==> src/rtl/parity_disp_drv.sv <==
// Display driver for the parity generator result. Each captured result is held and shown on a
// four-digit multiplexed seven-segment display as "EE"/"oo" plus the decimal ones count.
module parity_disp_drv #(
  parameter int DIG_CYCLES   = 100000,
  parameter int FRESH_CYCLES = 50000000
) (
  input  logic       clk,
  input  logic       clr,
  input  logic       valid,
  input  logic       par,
  input  logic [4:0] cnt,
  output logic [6:0] seg,
  output logic       dp,
  output logic [3:0] an
);

  localparam int DW = $clog2(DIG_CYCLES);
  localparam int FW = $clog2(FRESH_CYCLES + 1);
  localparam logic [DW-1:0] DIG_LAST   = DW'(DIG_CYCLES - 1);
  localparam logic [FW-1:0] FRESH_LOAD = FW'(FRESH_CYCLES);

  // Active-low segment codes, bit order g..a.
  localparam logic [6:0] SEG_BLANK = 7'b1111111;
  localparam logic [6:0] SEG_E     = 7'b0000110;
  localparam logic [6:0] SEG_O     = 7'b0100011;

  logic [DW-1:0] dcnt_q, dcnt_d;
  logic [1:0]    idx_q, idx_d;
  logic [FW-1:0] fcnt_q, fcnt_d;
  logic          have_q, have_d;
  logic          par_q, par_d;
  logic [4:0]    cnt_q, cnt_d;
  logic [6:0]    seg_q, seg_d;
  logic          dp_q, dp_d;
  logic [3:0]    an_q, an_d;

  logic [1:0]    tens;
  logic [3:0]    units;

  function automatic logic [6:0] digit_seg(input logic [3:0] d);
    case (d)
      4'd0:    digit_seg = 7'b1000000;
      4'd1:    digit_seg = 7'b1111001;
      4'd2:    digit_seg = 7'b0100100;
      4'd3:    digit_seg = 7'b0110000;
      4'd4:    digit_seg = 7'b0011001;
      4'd5:    digit_seg = 7'b0010010;
      4'd6:    digit_seg = 7'b0000010;
      4'd7:    digit_seg = 7'b1111000;
      4'd8:    digit_seg = 7'b0000000;
      4'd9:    digit_seg = 7'b0010000;
      default: digit_seg = SEG_BLANK;
    endcase
  endfunction

  // Scan, result capture and freshness timer.
  always_comb begin
    // NOTE: every signal gets a default before any branch so no latch is inferred.
    dcnt_d = dcnt_q + DW'(1);
    idx_d  = idx_q;
    if (dcnt_q == DIG_LAST) begin
      dcnt_d = '0;
      idx_d  = idx_q + 2'd1;
    end

    have_d = have_q;
    par_d  = par_q;
    cnt_d  = cnt_q;
    fcnt_d = (fcnt_q != '0) ? fcnt_q - FW'(1) : fcnt_q;
    if (valid) begin
      have_d = 1'b1;
      par_d  = par;
      cnt_d  = cnt;
      fcnt_d = FRESH_LOAD;
    end
  end

  // Binary to two decimal digits; the count never exceeds 31.
  always_comb begin
    tens = 2'd0;
    if (cnt_q >= 5'd30)      tens = 2'd3;
    else if (cnt_q >= 5'd20) tens = 2'd2;
    else if (cnt_q >= 5'd10) tens = 2'd1;
    units = 4'(cnt_q - 5'd10 * {3'b000, tens});
  end

  // Registered display drive, derived from the state held before this edge.
  always_comb begin
    an_d  = 4'b1111;
    seg_d = SEG_BLANK;
    dp_d  = 1'b1;
    if (have_q) begin
      an_d = ~(4'b0001 << idx_q);
      case (idx_q)
        2'd0:    seg_d = digit_seg(units);
        2'd1:    seg_d = (tens == 2'd0) ? SEG_BLANK : digit_seg({2'b00, tens});
        default: seg_d = par_q ? SEG_O : SEG_E;
      endcase
      dp_d = !((idx_q == 2'd3) && (fcnt_q != '0));
    end
  end

  always_ff @(posedge clk or posedge clr) begin
    if (clr) begin
      dcnt_q <= '0;
      idx_q  <= 2'd0;
      fcnt_q <= '0;
      have_q <= 1'b0;
      par_q  <= 1'b0;
      cnt_q  <= 5'd0;
      seg_q  <= SEG_BLANK;
      dp_q   <= 1'b1;
      an_q   <= 4'b1111;
    end else begin
      // NOTE: non-blocking assignments so every register samples pre-edge values.
      dcnt_q <= dcnt_d;
      idx_q  <= idx_d;
      fcnt_q <= fcnt_d;
      have_q <= have_d;
      par_q  <= par_d;
      cnt_q  <= cnt_d;
      seg_q  <= seg_d;
      dp_q   <= dp_d;
      an_q   <= an_d;
    end
  end

  assign seg = seg_q;
  assign dp  = dp_q;
  assign an  = an_q;

endmodule

==> config.mk <==
export PLATFORM = sky130hd
export DESIGN_NAME = parity_disp_drv
export DESIGN_NICKNAME = d
export VERILOG_FILES = /design/src/rtl/parity_disp_drv.sv
export SDC_FILE = /design/constraint.sdc
export NUM_CORES = 1
export LEC_CHECK = 0
export ABC_AREA = 1
export CORE_MARGIN = 1
export CORE_UTILIZATION = 40
export CTS_CLUSTER_SIZE = 40
export DETAILED_ROUTE_END_ITERATION = 10
export HOLD_SLACK_MARGIN = 0.08
export PLACE_DENSITY = 0.65
export SLEW_MARGIN = 25
export SYNTH_ARGS = -nofsm -noshare
export SYNTH_HDL_FRONTEND = slang
export SYNTH_SLANG_ARGS = --single-unit
export TNS_END_PERCENT = 30
==> constraint.sdc <==
create_clock -name clk -period 3.6 [get_ports clk]
set_input_delay 0.72 -clock clk [delete_from_list [all_inputs] [get_ports clk]]
set_output_delay 0.72 -clock clk [all_outputs]
set_load 0.01 [all_outputs]
==> impl_results.md, run 1 <==
* Hold Crit Class: reg2reg
* Fmax at 421 MHz
* Root Driver: clkbuf_8
* Synth cell types at 30
* CTS tree: built
* First-pass GRT wire length at 13300 um
* Crit path DAT at 2.66 ns
* Setup crit end kind: flip-flop
* WHS at 0.468 ns
* Sequential fraction of the synthesis area at 44.1%
* Most frequent CP cell: nand2_1
* PD cells at 442 nW/um^2
* Worst rel slew slack at 48.1%
* Final setup vio count at 0
* Grt ovf at 0
* Slew at the pin with the worst max-slew slack at 0.777 ns
* Largest net degree at the start of global routing at 41
* Synth-to-layout area growth at 14.2%
* Slowest stage cell, crit path: fa_1
* CTS Buffer Depth at 2
* Post-DR wirelength/cell at 11.9 um
* Vias in the first global route at 2935
* CP peak stage delay at 0.66 ns
* Top cell type's share of synthesized area at 35.5%
* Placeable Area at 8810 sq um
* Final TNS setup at 0 ns
* Antenna violations before repair at 0
* Syn Area/Cell at 7.53 sq um
* Crit path time final at 2.38 ns
* Startpoint type of the worst setup path: flip-flop
* Antenna cells at 0
* Final wirelength at 7440 um
* Crit Path Class: reg2reg
* Routed vias at 3069
* Nets at 535
* # resized after CTS at 0
* Critical Path RT at 3.88 ns
* Remaining DRCs at 0
* Gr usage total at 17.3%
* Io pins at 21
* 1st-pass router iterations at 5
* Leading post-synthesis cells by cell area: dfrtp_1, nand2_1, dfstp_2
* # hold bufs at CTS at 0
* CP max FO at 9
* Post-Synthesis Net Count at 509
* CP Cell Sequence: inv_1 > nand2_1 > nand3_1 > nand2_1 > ha_1 > fa_1 > inv_1 > nor2_1 > inv_1 > o21ai_0 > nand2_1 > nand2_1 > nand2_1
* # rows at 34
* Leakage at 2.10 nW
* Setup bufs post-CTS at 0
* H-Tree Level Count at 3
* Peak VDD IR at 0.373 mV
* Worst skew pair latency at 0.35 ns
* Register bit total from synthesis at 64
* Unrepaired setup endpoints after global routing: false
* Fin. Hold Viols at 0
* Post-route antenna net violation count at 0
* Max capacitance violation total at 0
* Setup Skew at 0.00887 ns
* Status: complete, no violations
* Initial drt markers at 97
* Fraction of layout cells with a size suffix above 1 at 11.0%
* Die Y at 97.7 um
* Dominant cell type by area after synthesis: dfrtp_1
* Synth warnings at 0
* Post-DP HPWL at 5460 um
* Die Area at 9550 sq um
* Initial Util at 41.6%
* IO Port Bufs at 20
* Chip Width at 97.7 um
* CTS Buf Count at 9
* Final worst path period share at 66.0%
* Final Max Slew Viols at 0
* Routability cong. at 0.919
* Cell area after synthesis at 3670 sq um
* Vias/cell at 4.90
* CTS sink cnt at 64
* Clock Pin Slew Worst Setup and Hold Paths at 0.08 ns
* Post-Syn Instances at 487
metrics by stage:
step / power [mW] / instance area [sq um] / setup WS (ns) / utilization, % / instances
after floorplan: 1.09 / 3670 / 1.30 / - / 487
after global placement: 1.23 / 3980 / 1.27 / 45.2 / 610
after detailed placement: 1.23 / 3980 / 1.24 / 45.2 / 610
after CTS: 1.88 / 4190 / 1.24 / 47.5 / 626
after global routing: 1.96 / 4190 / 0.967 / 47.5 / 626
final: 1.85 / 4190 / 1.22 / 47.5 / 626
flip-flops by register name, indices dropped and copies added, names as in the netlist:
signal / flops
dcnt_q: 17
an: 4
have_q: 1
fcnt_q: 26
idx_q: 2
cnt_q: 5
dp: 1
seg: 7
par_q: 1
cells in the final DEF (no fill, tap or decap), types with 2 or more instances in the layout:
| master | synthesis | routed |
|---|---|---|
| or2_2 | 12 | 12 |
| nand3_1 | 46 | 46 |
| o21ai_0 | 21 | 21 |
| nor2_8 | 2 | 2 |
| nor3_1 | 9 | 9 |
| ha_1 | 12 | 12 |
| inv_1 | 80 | 79 |
| a21oi_1 | 10 | 10 |
| clkbuf_8 | 0 | 9 |
| nand3b_1 | 3 | 3 |
| nor2_1 | 72 | 72 |
| nor4_1 | 2 | 2 |
| nand2_2 | 2 | 2 |
| clkdlybuf4s50_1 | 0 | 20 |
| inv_6 | 0 | 3 |
| xor2_1 | 10 | 10 |
| nor2_2 | 5 | 5 |
| buf_4 | 0 | 3 |
| dfstp_2 | 12 | 12 |
| dfrtp_1 | 52 | 52 |
| nand2_1 | 108 | 108 |
| nand4_1 | 13 | 13 |
synth_stat cells:
library cell  instances
nand4_4               1
nor2_1               72
nand2_1             108
a21oi_1              10
ha_1                 12
nand3_1              46
a31o_2                1
buf_6                 1
nor2_8                2
nand4_1              13
nor2_2                5
or2_0                 1
dfstp_2              12
xor2_1               10
nand3b_1              3
nor3_1                9
clkbuf_1              4
buf_2                 2
inv_1                80
nor2_4                1
nand2_2               2
o21ai_0              21
xnor2_1               1
inv_4                 1
or2_2                12
nor4_1                2
dfrtp_1              52
buf_1                 1
o211ai_1              1
fa_1                  1
path summary, 6_finish.rpt:
path	cells after the start	startpoint	end	slack, ns
min reg2reg	1	dcnt_q[0]	dcnt_q[0]	0.47
max reg2reg	13	cnt_q[2]	seg[0]	1.22
min	1	dcnt_q[0]	dcnt_q[0]	0.47
max in group asynchronous	3	clr	fcnt_q[17]	2.07
min in group asynchronous	2	clr	dcnt_q[4]	0.83
max	13	cnt_q[2]	seg[0]	1.22
critical path, delay by kind of cell (launching register included):
kind	cells	cell delay [ns]
compound gates	1	0.07
simple gates	7	0.68
buf+inv	3	0.33
flops	1	0.38
fa+ha+maj	2	0.86
cell type report:
| class | count | area (sq um) |
|---|---|---|
| clock buffer | 9 | 124 |
| multi-input combinational | 334 | 1700 |
| fill | 847 | 4620 |
| inverter | 81 | 307 |
| timing repair buffer | 23 | 223 |
| sequential | 64 | 1620 |
| tap | 108 | 135 |
| clock inverter | 7 | 77.6 |
routing by layer:
layer  global-route usage, %  wire length, um  vias to the layer above
met2                    28.3             3430                       50
li1                        -                -                     1571
met3                    4.72              263                       10
met1                    22.5             3620                     1438
met5                       0                0                        -
met4                    4.90              125                        0
cell families after synthesis:
logic type | after synthesis | synth area share, %
buffers and inverters | 89 | 9.45
AOI/OAI and AO/OA | 33 | 4.68
DFF | 64 | 44.1
and+or+nand+nor | 277 | 34.5
adders and majority gates | 13 | 4.64
xor gates and xnor gates | 11 | 2.63
report_power, final:
part,switching (mW),internal [mW],total (mW)
Combinational,0.231,0.159,0.390
Clock,0.303,0.326,0.629
Sequential,0.0321,0.799,0.831
Total,0.566,1.28,1.85
Note: power is estimated with default switching activity, not from simulation.
==> run 2, diff against run 1 <==
- clock period: 3.6 -> 2.2 ns (I/O delays scaled with it)
==> run 2 against run 1 <==
Highest routed layer unchanged. Critical endpoint is now seg[5]. Clock power rose by 80%. Combinational power rose by 81%. Sequential cell count did not move.
==> impl_results.md, run 2 (synthesis gave the netlist of run 1 again) <==
* Status: complete, no violations
* Antenna cells at 0 (unchanged)
* Setup ws final at 0.0752 ns (-1.15 ns)
* Die Area at 9550 sq um (unchanged)
* Critical Path RT at 2.47 ns (-1.41 ns)
* Final worst path period share at 96.6% (+31 points)
* Largest net degree at the start of global routing at 65 (+59%)
* Worst skew pair latency at 0.35 ns (about the same)
* Total Power at 3.20 mW (+73%)
* Unrepaired setup endpoints after global routing: true
* Vias in the first global route at 3090 (+5.3%)
* Crit path time final at 2.12 ns (-0.251 ns)
* Grt ovf at 0 (unchanged)
* CP Cell Sequence: inv_2 > nand2_2 > nand2_2 > nand3_4 > nand2_4 > ha_4 > fa_2 > buf_4 > nand2_1 > a21oi_1 > o21ai_0
* Routability cong. at 0.888 (-3.4%)
* Final TNS setup at 0 ns (unchanged)
* Commonest non-fill, non-tap cell in the layout: nand2_1
* PD cells at 737 nW/um^2 (+67%)
* Hold Crit Class: reg2reg
* 1st-pass router iterations at 4 (-1)
* Leakage at 2.15 nW (+2.3%)
* CP peak stage delay at 0.62 ns (-0.04 ns)
* Slew at the pin with the worst max-slew slack at 0.448 ns (-0.329 ns)
* Die Y at 97.7 um (unchanged)
* Initial drt markers at 124 (+28%)
* CTS Buf Count at 9 (unchanged)
* Post-DR wirelength/cell at 12.3 um (+3.3%)
* CP max FO at 5 (-4)
* Max capacitance violation total at 0 (unchanged)
* CP delay by family, top: adder cells
* Slowest stage cell, crit path: fa_2
* Synth-to-layout area growth at 18.4%
* H-Tree Level Count at 3 (unchanged)
* Post-route antenna net violation count at 0 (unchanged)
* Remaining DRCs at 0 (unchanged)
* Fraction of layout cells with a size suffix above 1 at 15.4% (+4.4 points)
* Nets at 543 (+1.5%)
* Crit Path Class: reg2reg
* # hold bufs at CTS at 0 (unchanged)
* Most frequent cells in the layout: nand2_1, inv_1, nor2_1, dfrtp_1, nand3_1
* WHS at 0.461 ns (-0.00737 ns)
* Final wirelength at 7790 um (+4.7%)
* Post-DP HPWL at 5600 um (+2.5%)
* Final setup vio count at 0 (unchanged)
* Clock Pin Slew Worst Setup and Hold Paths at 0.08 ns (about the same)
* Worst rel slew slack at 70.0% (+22 points)
* IO Port Bufs at 20 (unchanged)
* CTS Buffer Depth at 2 (unchanged)
* Setup Skew at 0.00957 ns (+0.000700 ns)
* Antenna violations before repair at 0 (unchanged)
* Final core utilization at 49.3% (+1.7 points)
* Final Max Slew Viols at 0 (unchanged)
* Root Driver: clkbuf_8
* Setup crit end kind: flip-flop
* Peak VDD IR at 0.552 mV (+48%)
* Max reg flops at 26 (unchanged)
* Fmax at 471 MHz (+12%)
* Worst path depth at 11 (-2)
* Chip Width at 97.7 um (unchanged)
* Placeable Area at 8810 sq um (unchanged)
* Worst reg2reg path depth at 11 (-2)
* Gr usage total at 18.0% (+0.67 points)
* Startpoint type of the worst setup path: flip-flop
* Top reg by flops: fcnt_q
* Fillers at 833 (-1.7%)
* Initial Util at 41.6% (unchanged)
* CTS tree: built
* Io pins at 21 (unchanged)
* Fin. Hold Viols at 0 (unchanged)
* Worst hold path depth at 1 (unchanged)
* Most frequent CP cell: nand2_2
* First-pass GRT wire length at 13700 um (+3.2%)
* # rows at 34 (unchanged)
* Routed vias at 3096 (+0.88%)
* CTS sink cnt at 64 (unchanged)
* Worst slack, placed at 0.0768 ns (-1.16 ns)
* Vias/cell at 4.88 (-0.39%)
* WP buf/inv at 2 (-1)
* Crit path DAT at 2.39 ns (-0.27 ns)
-- run 2: cell count changes in the layout (fill, tap and decap cells not counted), sizes merged --
cell,previous run,this run
buf,3,11
inv,84,81
clkinvlp,1,3
bufinv,1,2
-- run 2: layout make-up --
class | count | area (sq um) | area share [%]
multi-input cells | 334 | 1770 | 40.7
flip-flops and latches | 64 | 1620 | 37.3
inverters | 81 | 307 | 7.06
repair buffers | 31 | 295 | 6.81
well taps | 108 | 135 | 3.11
clock buffers | 9 | 124 | 2.85
clock inverters | 7 | 96.3 | 2.22
-- run 2: through the flow --
stage,std cells,instance area [sq um]
final,634,4340
after detailed placement,615,4030
after global routing,634,4340
after floorplan,487,3670
after global placement,615,4030
after CTS,631,4250
-- run 2: final timing paths --
check	to	slack [ns]	from
max	seg[5]	0.08	cnt_q[4]
min	dcnt_q[0]	0.46	dcnt_q[0]
max reg2reg	seg[5]	0.08	cnt_q[4]
min reg2reg	dcnt_q[0]	0.46	dcnt_q[0]
max in group asynchronous	dp	1.41	clr
min in group asynchronous	dcnt_q[6]	0.47	clr
-- run 2: per-layer routing --
layer | vias up | global-route usage (%) | part of all wire (%)
met4 | 0 | 6.53 | 1.8
met2 | 66 | 28.7 | 46
met5 | - | 0 | 0
met3 | 12 | 5.08 | 3.8
li1 | 1586 | - | -
met1 | 1432 | 23.3 | 48
-- run 2: report_power, final --
group,switching [mW],leakage (nW),internal (mW)
Sequential,0.0616,0.753,1.31
Clock,0.489,0.101,0.637
Combinational,0.400,1.29,0.304
Total,0.950,2.15,2.25
-- run 2: timing repair --
item / 4_1_cts / 5_1_grt
setup endpoints to repair: 0 / 7
buffers inserted: 0 / 3
gates resized for setup: 0 / 21
==> run 3, diff against run 2 <==
- MAX_ROUTING_LAYER: default -> met4
- TNS_END_PERCENT: 30 -> 100
- clock period: 2.2 -> 2.1 ns (I/O delays scaled with it)
==> run 3 against run 2 <==
First-iteration DRC count rose by 15%. Clock-buffer cell count is 1 higher. Cell count increased by 0.32%. Register-to-register slack worse by 0.06 ns. Combinational power increased by 4.1%. Clock skew is essentially flat. Setup slack lost 0.055 ns. Sequential power grew 4%. Maximum frequency rose by 2.1%. Global-route usage barely moved. Critical endpoint is now seg[3]. Highest routed layer unchanged.
==> impl_results.md, run 3 (synthesis gave the netlist of run 1 again) <==
* Clock Pin Slew Worst Setup and Hold Paths at 0.08 ns (about the same)
* Final setup vio count at 0 (unchanged)
* Critical Path RT at 2.38 ns (-0.09 ns)
* CTS sink cnt at 64 (unchanged)
* Clock power share at 35.8% (+0.6 points)
* Fmax at 481 MHz (+2.1%)
* Leakage at 2.16 nW (+0.52%)
* Gr usage total at 17.9% (-0.033 points)
* Largest net degree at the start of global routing at 65 (unchanged)
* Initial drt markers at 143 (+15%)
* Synth-to-layout area growth at 18.7%
* Routed vias at 3155 (+1.9%)
* Setup ws final at 0.0197 ns (-0.0554 ns)
* Most frequent cells in the layout: nand2_1, inv_1, nor2_1, dfrtp_1, nand3_1
* Io pins at 21 (unchanged)
* Root Driver: clkbuf_8
* Setup Skew at 0.00997 ns (+0.000404 ns)
* CP max FO at 5 (unchanged)
* PD cells at 775 nW/um^2 (+5.2%)
* Die Y at 97.7 um (unchanged)
* Hold Crit Class: in2async
* Placed cell area at 4050 sq um (+0.37%)
* Total Power at 3.37 mW (+5.5%)
* Post-route antenna net violation count at 0 (unchanged)
* Sequential cell fraction of total power at 42.5% (-0.3 points)
* CTS tree: built
* CTS Buf Count at 9 (unchanged)
* Post-DR wirelength/cell at 12.2 um (-0.76%)
* Crit path DAT at 2.36 ns (-0.03 ns)
* Design Area, Final at 4350 sq um (+0.29%)
* Worst skew pair latency at 0.34 ns (about the same)
* Final worst path period share at 99.1% (+2.5 points)
* Worst slack, placed at -0.0102 ns (-0.0869 ns)
* Gate power share at 21.7% (-0.3 points)
* Vias in the first global route at 3038 (-1.7%)
* Antenna cells at 0 (unchanged)
* Fraction of layout cells with a size suffix above 1 at 15.5% (+0.13 points)
* Final core utilization at 49.4% (+0.14 points)
* Vias/cell at 4.96 (+1.6%)
* CTS Buffer Depth at 2 (unchanged)
* Commonest non-fill, non-tap cell in the layout: nand2_1
* Final TNS setup at 0 ns (unchanged)
* Placeable Area at 8810 sq um (unchanged)
* # rows at 34 (unchanged)
* Setup crit end kind: flip-flop
* Nets at 545 (+0.37%)
* Final wirelength at 7750 um (-0.45%)
* Die Area at 9550 sq um (unchanged)
* Final Max Slew Viols at 0 (unchanged)
* Unrepaired setup endpoints after global routing: true
* P_int at 2.39 mW (+6.4%)
* Chip Width at 97.7 um (unchanged)
* Worst rel slew slack at 69.0% (-1.0 points)
* Crit path time final at 2.08 ns (-0.0446 ns)
* Initial Util at 41.6% (unchanged)
* Crit Path Class: reg2reg
* Antenna violations before repair at 0 (unchanged)
* Switching Fraction at 29.1% (-0.60 points)
* First-pass GRT wire length at 13500 um (-1.4%)
* H-Tree Level Count at 3 (unchanged)
* Status: complete, no violations
* NetSw at 983 uW (+3.4%)
* Max reg flops at 26 (unchanged)
* Max capacitance violation total at 0 (unchanged)
* Remaining DRCs at 0 (unchanged)
* Top reg by flops: fcnt_q
* 1st-pass router iterations at 4 (unchanged)
* Peak VDD IR at 0.667 mV (+21%)
* Post-DP HPWL at 5620 um (+0.33%)
* Startpoint type of the worst setup path: flip-flop
* Grt ovf at 0 (unchanged)
* IO Port Bufs at 20 (unchanged)
* Fin. Hold Viols at 0 (unchanged)
* Routability cong. at 0.876 (-1.3%)
* Slew at the pin with the worst max-slew slack at 0.463 ns (+0.0150 ns)
-- run 3: cell types whose count changed in the layout (fill, tap and decap cells not counted), sizes merged --
| cell | previous run | this run |
|---|---|---|
| buf | 11 | 13 |
| clkinv | 2 | 0 |
| clkbuf | 9 | 10 |
| inv | 81 | 82 |
-- run 3: layer usage --
layer	up-vias	share of wire [%]	GRT usage [%]
met4	0	1.1	4.55
met2	74	46	28.0
met5	-	0	-
met3	13	4.6	4.65
met1	1479	48	23.2
li1	1589	-	-
-- run 3: worst max-delay path, stage by stage (launching register included) --
cell,delay (ns)
dfrtp_1,0.41
inv_2,0.10
nand2_2,0.07
nand3_2,0.08
nand2_2,0.07
ha_4,0.17
fa_2,0.61
inv_1,0.07
nor2_1,0.08
inv_1,0.06
o21ai_0,0.08
nand2_1,0.07
nand2_1,0.06
nand2_1,0.06
-- run 3: metrics by stage --
stage | std cells | hold slack, ns
final | 636 | 0.453
after global routing | 636 | 0.494
after CTS | 633 | 0.463
after detailed placement | 617 | 0.452
after global placement | 617 | 0.452
after floorplan | 487 | 0.433
-- run 3: power by group through the flow --
stage	registers [mW]	clock network [mW]	logic, mW
after floorplan	1.47	0	0.408
after global placement	1.45	0	0.675
after detailed placement	1.45	0	0.686
after CTS	1.43	1.24	0.693
after global routing	1.44	1.28	0.819
final	1.43	1.21	0.733
-- run 3: final timing paths --
path / start / endpoint / slack [ns] / cells past startpoint
min: clr / dcnt_q[16] / 0.45 / 3
max: cnt_q[2] / seg[3] / 0.02 / 13
max in group asynchronous: clr / seg[2] / 1.33 / 3
max reg2reg: cnt_q[2] / seg[3] / 0.02 / 13
min reg2reg: dcnt_q[0] / dcnt_q[0] / 0.47 / 1
min in group clk: dcnt_q[0] / dcnt_q[0] / 0.47 / 1
-- run 3: cell type report --
cell class,count,area [sq um]
sequential,64,1620
timing repair buffer,33,310
inverter,81,307
clock buffer,10,138
clock inverter,6,91.3
fill,828,4450
multi-input combinational,334,1750
tap,108,135
-- run 3: repair_timing --
item	4_1_cts	5_1_grt
endpoints found under the setup margin	4	7
buffers inserted	0	3
hold buffers	0	0
gates resized for setup	2	15
pin swaps	0	3
hold endpoints to repair	0	0
cloned	0	0
